## config.mk

```make
export PLATFORM = sky130hd
export DESIGN_NAME = imem_loader_ctrl
export DESIGN_NICKNAME = d
export VERILOG_FILES = /design/src/rtl/imem_loader_ctrl_pkg.sv /design/src/rtl/imem_loader_ctrl.sv
export SDC_FILE = /design/constraint.sdc
export NUM_CORES = 1
export LEC_CHECK = 0
export BUFFER_PORTS_ARGS = -buffer_cell sky130_fd_sc_hd__buf_4
export CORE_MARGIN = 5
export CORE_UTILIZATION = 30
export DETAILED_ROUTE_END_ITERATION = 7
export PLACE_DENSITY = 0.7
export SLEW_MARGIN = 30
export SYNTH_ARGS = -nofsm -noshare
export SYNTH_HDL_FRONTEND = slang
export SYNTH_SLANG_ARGS = --single-unit
```

## constraint.sdc

```tcl
create_clock -name clk -period 5.1 [get_ports clk]
set_clock_uncertainty 0.05 [all_clocks]
set_input_delay 1.275 -clock clk [delete_from_list [all_inputs] [get_ports clk]]
set_output_delay 1.275 -clock clk [all_outputs]
set_load 0.005 [all_outputs]
```

## src/rtl/imem_loader_ctrl_pkg.sv

```systemverilog
// Shared CPU definitions: loader/run-control FSM encodings and instruction-memory geometry.
package imem_loader_ctrl_pkg;

    localparam int IM_AW_DEF = 14;

    typedef enum logic [1:0] {
        ST_IDLE = 2'd0,
        ST_LOAD = 2'd1,
        ST_RUN  = 2'd2,
        ST_HALT = 2'd3
    } state_t;

endpackage

```

## src/rtl/imem_loader_ctrl.sv

```systemverilog
// Host program loader and CPU run control: streams words into IMEM, then releases the CPU.
// Writes are combinational with ld_vld (ld_rdy is held high for the whole LOAD state); status is registered.
module imem_loader_ctrl
    import imem_loader_ctrl_pkg::*;
#(
    parameter int IM_AW = IM_AW_DEF
) (
    input  logic             clk,
    input  logic             rst_n,
    input  logic             ld_start,
    input  logic             run_start,
    input  logic             ld_vld,
    input  logic [31:0]      ld_data,
    input  logic             ld_last,
    output logic             ld_rdy,
    input  logic [31:0]      pc,
    input  logic             hlt_ID_EX,
    input  logic             hz_stall,
    input  logic             dm_stall,
    input  logic             flow_change_ID_EX,
    output logic             im_we,
    output logic [IM_AW-1:0] im_addr,
    output logic [31:0]      im_wdata,
    output logic             stall_IM_ID,
    output logic             flush_IM_ID,
    output logic             cpu_rst_n,
    output logic [1:0]       state,
    output logic             ld_err,
    output logic [IM_AW:0]   ld_cnt
);

    localparam logic [IM_AW-1:0] ADDR_MAX = '1;
    localparam logic [IM_AW:0]   CNT_ONE  = {{IM_AW{1'b0}}, 1'b1};

    state_t           state_q;
    state_t           state_nxt;
    logic [IM_AW:0]   cnt_q;
    logic             err_q;
    logic             cpu_rst_n_q;
    logic             accept;
    logic             load_entry;
    logic             err_set;
    logic [IM_AW-1:0] load_addr;
    logic             unused_pc;

    // The word counter doubles as the load address; its extra MSB only matters for ld_cnt.
    assign load_addr  = cnt_q[IM_AW-1:0];
    assign accept     = (state_q == ST_LOAD) && ld_vld;
    assign load_entry = (state_nxt == ST_LOAD) && (state_q != ST_LOAD);
    assign unused_pc  = ^pc[31:IM_AW];

    always_ff @(posedge clk or negedge rst_n) begin
        if (!rst_n) begin
            state_q     <= ST_IDLE;
            cpu_rst_n_q <= 1'b0;
        end else begin
            state_q     <= state_nxt;
            cpu_rst_n_q <= (state_nxt == ST_RUN) || (state_nxt == ST_HALT);
        end
    end

    always_comb begin
        state_nxt = state_q;
        err_set   = 1'b0;
        unique case (state_q)
            ST_IDLE, ST_HALT: begin
                if (ld_start)       state_nxt = ST_LOAD;
                else if (run_start) state_nxt = ST_RUN;
            end
            ST_LOAD: begin
                if (accept) begin
                    if (ld_last) begin
                        state_nxt = ST_RUN;
                    end else if (load_addr == ADDR_MAX) begin
                        state_nxt = ST_IDLE;
                        err_set   = 1'b1;
                    end
                end
            end
            ST_RUN: begin
                if (hlt_ID_EX) state_nxt = ST_HALT;
            end
        endcase
    end

    always_ff @(posedge clk or negedge rst_n) begin
        if (!rst_n) begin
            cnt_q <= '0;
            err_q <= 1'b0;
        end else begin
            if (load_entry)  cnt_q <= '0;
            else if (accept) cnt_q <= cnt_q + CNT_ONE;

            if (load_entry)   err_q <= 1'b0;
            else if (err_set) err_q <= 1'b1;
        end
    end

    always_comb begin
        ld_rdy      = 1'b0;
        im_we       = 1'b0;
        im_addr     = pc[IM_AW-1:0];
        im_wdata    = 32'd0;
        stall_IM_ID = 1'b1;
        flush_IM_ID = 1'b0;
        if (state_q == ST_LOAD) begin
            ld_rdy   = 1'b1;
            im_we    = ld_vld;
            im_addr  = load_addr;
            im_wdata = ld_data;
        end
        if (state_q == ST_RUN) begin
            stall_IM_ID = hz_stall | dm_stall;
            flush_IM_ID = flow_change_ID_EX & ~(hz_stall | dm_stall);
        end
    end

    assign cpu_rst_n = cpu_rst_n_q;
    assign state     = state_q;
    assign ld_err    = err_q;
    assign ld_cnt    = cnt_q;

endmodule

```

==> results of run 1 <==
metal layers:
layer / routed length [µm] / global-route usage [%]
met1: 1870 / 16.5
met2: 2400 / 26.0
met3: 315 / 4.12
met4: 17 / 2.10
met5: 0 / 0
final cells by class:
type / instances / area, µm²
clock inverter: 1 / 5.00
clock buffer: 3 / 41.3
timing repair buffer: 125 / 938
sequential: 19 / 475
tap: 52 / 65.1
inverter: 6 / 22.5
multi-input combinational: 126 / 868
fill: 440 / 2030
synth_stat cells:
| cell | instances | area share [%] |
|---|---|---|
| o21bai_1 | 1 | 0.54 |
| nand4_1 | 4 | 1.8 |
| xor2_1 | 3 | 1.9 |
| inv_1 | 6 | 1.6 |
| clkbuf_2 | 1 | 0.36 |
| o21a_1 | 5 | 2.7 |
| nor2_1 | 6 | 1.6 |
| clkbuf_1 | 5 | 1.3 |
| and3_1 | 3 | 1.3 |
| nand4_2 | 2 | 1.8 |
| o41ai_1 | 1 | 0.63 |
| o311ai_2 | 1 | 1.2 |
| or3_1 | 2 | 0.89 |
| dfrtp_1 | 19 | 34 |
| o21ai_0 | 7 | 2.5 |
| a31oi_1 | 1 | 0.45 |
| o211ai_1 | 2 | 1.1 |
| o21ai_1 | 1 | 0.36 |
| nand2_1 | 11 | 3.0 |
| a21oi_1 | 6 | 2.1 |
| a22oi_1 | 1 | 0.54 |
| mux2_2 | 14 | 11 |
| nor3_1 | 2 | 0.72 |
| ha_1 | 3 | 2.7 |
| o31ai_1 | 2 | 1.1 |
| nor4_1 | 1 | 0.45 |
| nor3b_1 | 1 | 0.54 |
| nand3_1 | 6 | 2.1 |
| mux2i_1 | 1 | 0.72 |
| xnor2_1 | 2 | 1.3 |
| and2_1 | 32 | 14 |
| buf_2 | 1 | 0.36 |
| or4_4 | 1 | 0.80 |
| nor2b_1 | 2 | 0.89 |
| nor2_2 | 2 | 0.89 |
| buf_1 | 1 | 0.27 |
through the flow:
stage,cell area (µm²),cells,setup WS [ps],utilization [%]
6_report,2420,332,1530,54.4
5_1_grt,2420,332,1370,54.4
4_1_cts,2420,332,1490,54.4
3_5_place_dp,2370,328,1700,53.3
3_3_place_gp,2370,328,1720,53.3
2_1_floorplan,1400,159,2230,-
flip-flops by register name, summed over array words and instances (netlist names):
| name | cells |
|---|---|
| ld_err | 1 |
| ld_cnt | 15 |
| state | 2 |
| cpu_rst_n | 1 |
cell families (layout without fill, tap and decap cells):
| kind of cell | after synthesis | after routing | share of synthesized area (%) |
|---|---|---|---|
| compound gates | 28 | 28 | 13.1 |
| xor+xnor | 5 | 5 | 3.13 |
| fa+ha+maj | 3 | 3 | 2.68 |
| buf+inv | 14 | 135 | 3.93 |
| flops | 19 | 19 | 34.0 |
| mux | 15 | 15 | 12.0 |
| simple gates | 75 | 75 | 31.1 |
final timing paths:
path | from | endpoint | slack, ps
worst max-delay path | state[1]$_DFF_PN0_ | im_addr[5] | 1530
worst min-delay path | ld_err$_DFFE_PN0P_ | ld_err$_DFFE_PN0P_ | 450
worst max register to register | state[1]$_DFF_PN0_ | ld_cnt[13]$_DFFE_PN0P_ | 2560
worst min register to register | ld_err$_DFFE_PN0P_ | ld_err$_DFFE_PN0P_ | 450
max in group asynchronous | rst_n | state[0]$_DFF_PN0_ | 3960
min in group asynchronous | rst_n | ld_cnt[10]$_DFFE_PN0P_ | 840
power groups by stage:
stage | Combinational [µW] | Clock, µW | Sequential, µW
6_report | 577 | 103 | 204
5_1_grt | 638 | 116 | 209
4_1_cts | 590 | 107 | 204
3_5_place_dp | 589 | 0 | 207
3_3_place_gp | 583 | 0 | 208
2_1_floorplan | 293 | 0 | 203
==> results.yml, run 1 <==
setup_path:
  cp_slowest_stage_delay_ps: 530
  crit_cells: 5
  crit_family: "buffers and inverters"
  startpoint_type: "flip-flop"
  end_kind: "output pin"
  slowest_stage: "ha_1"
  worstPathCellList: "inv_1 -> ha_1 -> buf_4 -> mux2_2 -> buf_4"
  worstPathArrival_ps: 2240
  worstRegToRegCells: 6
  worstSetupPathType: "reg2out"
  crit_top_cell: "buf_4"
  cp_data_required_time_ps: 3770
  cp_num_buf_inv: 3
  cp_max_fo: 38
clock_tree:
  cts_buffers: 3
  cts_setup_buffers: 0
  clkTransAtPathRegs_ps: 70
  cts_max_level: 1
  cts_max_path_buffers: 2
  cts.sinks: 19
  cts_tree: "yes"
  cts_hold_buf: 0
  ctsResizeCount: 0
  insertion_delay_ps: 250
  cts-root-buf: "clkbuf_8"
logic_synthesis:
  ys_seq_area_share_pct: 34.0
  synth_cell_types: 36
  synth_nets: 236
  ys_warn_count: 0
  ys_ff_latch: 19
  synth_area_per_cell_um2: 8.80
  synth_cells: 159
  syn_area_um2: 1400
sta:
  period_share_pct: 70.0
  fin_hold_ws_ps: 454
  finalSetupTns_ps: 0
  timing.slew.headroom_pct: 42.7
  rsz0062_at_grt: "no"
  hold_viol: 0
  finalCriticalPeriod_ps: 3570
  timing.fmax_mhz: 280
  slew_viol_final: 0
  setup_viol: 0
  worst_slew_pin_slew_ps: 853
grt:
  grt_remaining_overflow: 0
  grt_pass1_vias: 1503
  grt_pass1_wl_um: 7160
  antenna_found_initial: 0
  track_usage_pct: 14.1
  grt_max_degree: 39
die:
  boundaryPins: 143
  dieHeight_um: 78.3
  rows: 24
  dieArea_um2: 6130
  dieWidth_um: 78.3
  fp.coreArea_um2: 4440
  start_util_pct: 31.5
power_and_ir_drop:
  peakVddDrop_v: 0.000173
  powerDensity_nw_per_um2: 366
  power_frac_comb_pct: 65.3
  p_sw_share_pct: 37.5
  p_switching_uw: 331
  p_leak_uw: 0.00126
  p_seq_share_pct: 23.1
  clkPwrFrac_pct: 11.7
  finalPower_uw: 884
  power.internal_uw: 553
finish:
  final_cell_mix: "buf_4 (125), and2_1 (32), dfrtp_1 (19), mux2_2 (14), nand2_1 (11)"
  area_delta_synth_final_pct: 72.7
  drive_gt1_share_pct: 53.2
  insertedDiodeCount: 0
  final_common_cell: "buf_4"
  final_nets: 358
detailed_routing:
  wl_per_cell_um: 13.9
  dr.pass1.iters: 4
  wl_um: 4600
  vias: 1556
  drt_iter0_drc: 27
  drc: 0
  via_per_inst: 4.69
  ant_nets: 0
run_status:
  status: "finished, final reports clean"
flow_run:
  max_cap_violations: 0
placed_design:
  hpwl_um: 3730
  portBuffers: 124
  place.gp.congestion: 0.763
hold_path:
  hold_depth: 1
  min_path_type: "reg2reg"
No activity file was read; power rests on OpenSTA's default activity.
==> run 2, diff against run 1 <==
--- a/config.mk
+++ b/config.mk
@@ -5,11 +5,12 @@
 export SDC_FILE = /design/constraint.sdc
 export NUM_CORES = 1
 export LEC_CHECK = 0
+export ABC_AREA = 1
 export BUFFER_PORTS_ARGS = -buffer_cell sky130_fd_sc_hd__buf_4
 export CORE_MARGIN = 5
 export CORE_UTILIZATION = 30
 export DETAILED_ROUTE_END_ITERATION = 7
-export PLACE_DENSITY = 0.7
+export PLACE_DENSITY = 0.69
 export SLEW_MARGIN = 30
 export SYNTH_ARGS = -nofsm -noshare
 export SYNTH_HDL_FRONTEND = slang
==> constraint.sdc (replaced) <==
create_clock -name clk -period 2.99 [get_ports clk]
set_clock_uncertainty 0.05 [all_clocks]
set_input_delay 0.7475 -clock clk [delete_from_list [all_inputs] [get_ports clk]]
set_output_delay 0.7475 -clock clk [all_outputs]
set_load 0.005 [all_outputs]
==> results.yml, run 2 <==
run_status:
  status: "finished, final reports clean"
power_and_ir_drop:
  p_leak_uw: 0.00167
  powerDensity_nw_per_um2: 665
  peakVddDrop_v: 0.000423
clock_tree:
  cts_hold_buf: 0
  ctsResizeCount: 0
  cts_setup_buffers: 0
  cts_max_path_buffers: 2
  insertion_delay_ps: 260
  cts_tree: "yes"
  cts-root-buf: "clkbuf_8"
  clkTransAtPathRegs_ps: 70
  cts_buffers: 3
  cts_max_level: 1
  cts.sinks: 19
logic_synthesis:
  yosysMostFrequentCell: "nand2_1"
  synthFlopType: "dfrtp_1"
  synth_cell_types: 28
  ys_warn_count: 0
  synth_top_area_share_pct: 29.3
  synth.area.top_cells: "dfrtp_1 (29%), nand2_1 (16%), inv_1 (13%)"
  synth_area_per_cell_um2: 6.49
  synth_cells: 250
  syn_area_um2: 1620
  synth_nets: 327
  ys_ff_latch: 19
  synth_commonest_cells: "nand2_1 (69), inv_1 (57), nor2_1 (26)"
  synth_edf_count: 0
  yosys.area.top_type: "dfrtp_1"
  synthArstFlopShare_pct: 100
  ys_seq_area_share_pct: 29.3
finish:
  largest_register_ffs: 15
  drive_gt1_share_pct: 41.6
  final_common_cell: "buf_4"
  stdcell_area_um2: 2650
  area_delta_synth_final_pct: 63.4
  utilization_pct: 51.2
  final_cell_mix: "buf_4 (125), nand2_1 (69), inv_1 (57), nor2_1 (26), dfrtp_1 (19)"
  final_nets: 448
  insertedDiodeCount: 0
detailed_routing:
  wl_um: 5170
  dr.pass1.iters: 4
  via_per_inst: 4.35
  ant_nets: 0
  wl_per_cell_um: 11.7
  drc: 0
  drt_iter0_drc: 74
  vias: 1915
sta:
  setup_viol: 0
  timing.slew.headroom_pct: 77.2
  slew_viol_final: 0
  hold_viol: 0
  rsz0062_at_grt: "no"
  finalSetupTns_ps: 0
  worst_slew_pin_slew_ps: 341
  period_share_pct: 83.9
  finalCriticalPeriod_ps: 2510
  timing.fmax_mhz: 399
setup_path:
  reg2reg_from: "state[1]$_DFF_PN0_"
  cp_data_required_time_ps: 2190
  worstRegToRegCells: 13
  startpoint_type: "flip-flop"
  end_kind: "output pin"
  cp-endpoint: "im_addr[1]"
  reg2reg_slack_ps: 900
  worstSetupPathType: "reg2out"
  cp_max_fo: 56
  crit_family: "buffers and inverters"
  slowest_stage: "dfrtp_1"
  crit_start: "state[1]$_DFF_PN0_"
  worstPathCellList: "inv_1 -> ha_2 -> buf_12 -> mux2_2 -> buf_4"
  r2r-end: "ld_cnt[14]$_DFFE_PN0P_"
  worstPathArrival_ps: 1710
  cp_slowest_stage_delay_ps: 430
  crit_cells: 5
  cp_num_buf_inv: 3
die:
  boundaryPins: 143
  dieArea_um2: 6980
  dieWidth_um: 83.5
  fp.coreArea_um2: 5170
  rows: 26
  dieHeight_um: 83.5
  start_util_pct: 31.3
placed_design:
  hpwl_um: 4270
  place_area_um2: 2600
  portBuffers: 124
  place.gp.congestion: 0.811
grt:
  grt_pass1_vias: 1726
  grt_pass1_wl_um: 8350
  antenna_found_initial: 0
  track_usage_pct: 14.1
  grt_remaining_overflow: 0
  grt_max_degree: 57
flow_run:
  max_cap_violations: 0
hold_path:
  min_path_type: "in2async"
-- run 2: cell types whose count changed after synthesis, moves of 3 or more --
cell	change
nand3_1	+4
nand2_1	+58
nand3_2	+7
nor2_1	+20
o21a_1	-5
and2_1	-32
inv_1	+51
o21ai_0	+3
and3_1	-3
a21oi_1	+4
mux2_2	-6
nand2_2	+3
-- run 2: where the power goes --
group / internal (µW) / switching, µW / leakage, µW
combinational: 614 / 629 / 0.00138
clock: 92.7 / 87.1 / 0.0000255
sequential: 293 / 46.3 / 0.000259
total: 1000 / 763 / 0.00167
-- run 2: cells by family (layout without fill, tap and decap cells) --
logic type	count (synthesis)	count (layout)	synth area share [%]
AOI/OAI and AO/OA	26	26	9.41
buffers and inverters	67	187	17.3
muxes	8	8	5.56
adders and majority gates	3	3	2.32
xor gates and xnor gates	2	2	1.08
and+or+nand+nor	125	125	35.0
DFF	19	19	29.3
-- run 2: worst reg2reg max path, stage by stage (launching register included) --
cell and delay (ps):
dfrtp_1 420, inv_1 70, ha_2 190, nand2_1 80
buf_4 270, nor2_4 90, nand2_1 100, nand2_1 60
nand2_1 70, nand2_2 50, nor2_1 170, nand2_4 160
inv_1 150, nor2_1 60
-- run 2: cell type report --
class,instances,area (µm²)
well taps,70,87.6
fillers,525,2520
clock buffers,3,41.3
clock inverters,1,5.00
inverters,57,214
multi-input cells,164,868
repair buffers,126,958
flip-flops and latches,19,475
-- run 2: how the worst min path moves through the flow --
stage | start | end | cells past startpoint
after floorplan | rst_n | cpu_rst_n$_DFF_PN0_ | 0
after global placement | ld_err$_DFFE_PN0P_ | ld_err$_DFFE_PN0P_ | 2
after detailed placement | ld_err$_DFFE_PN0P_ | ld_err$_DFFE_PN0P_ | 2
after CTS | rst_n | ld_cnt[8]$_DFFE_PN0P_ | 1
after global routing | rst_n | ld_cnt[10]$_DFFE_PN0P_ | 1
final | rst_n | ld_cnt[8]$_DFFE_PN0P_ | 1
-- run 2: metal layers --
metal | vias up | global-route usage, % | share of wire (%)
met4 | 0 | 3.51 | 0.99
met5 | - | 0 | 0
met1 | 833 | 16.5 | 42
li1 | 1000 | - | -
met3 | 4 | 3.95 | 8.5
met2 | 78 | 25.4 | 49
-- run 2: metrics by stage --
step	setup WS, ps	hold slack (ps)	std cells	power [µW]
after floorplan	643	402	250	1050
after global placement	729	446	436	1600
after detailed placement	699	469	436	1620
after CTS	462	304	440	1800
after global routing	376	312	440	1940
final	481	300	440	1760
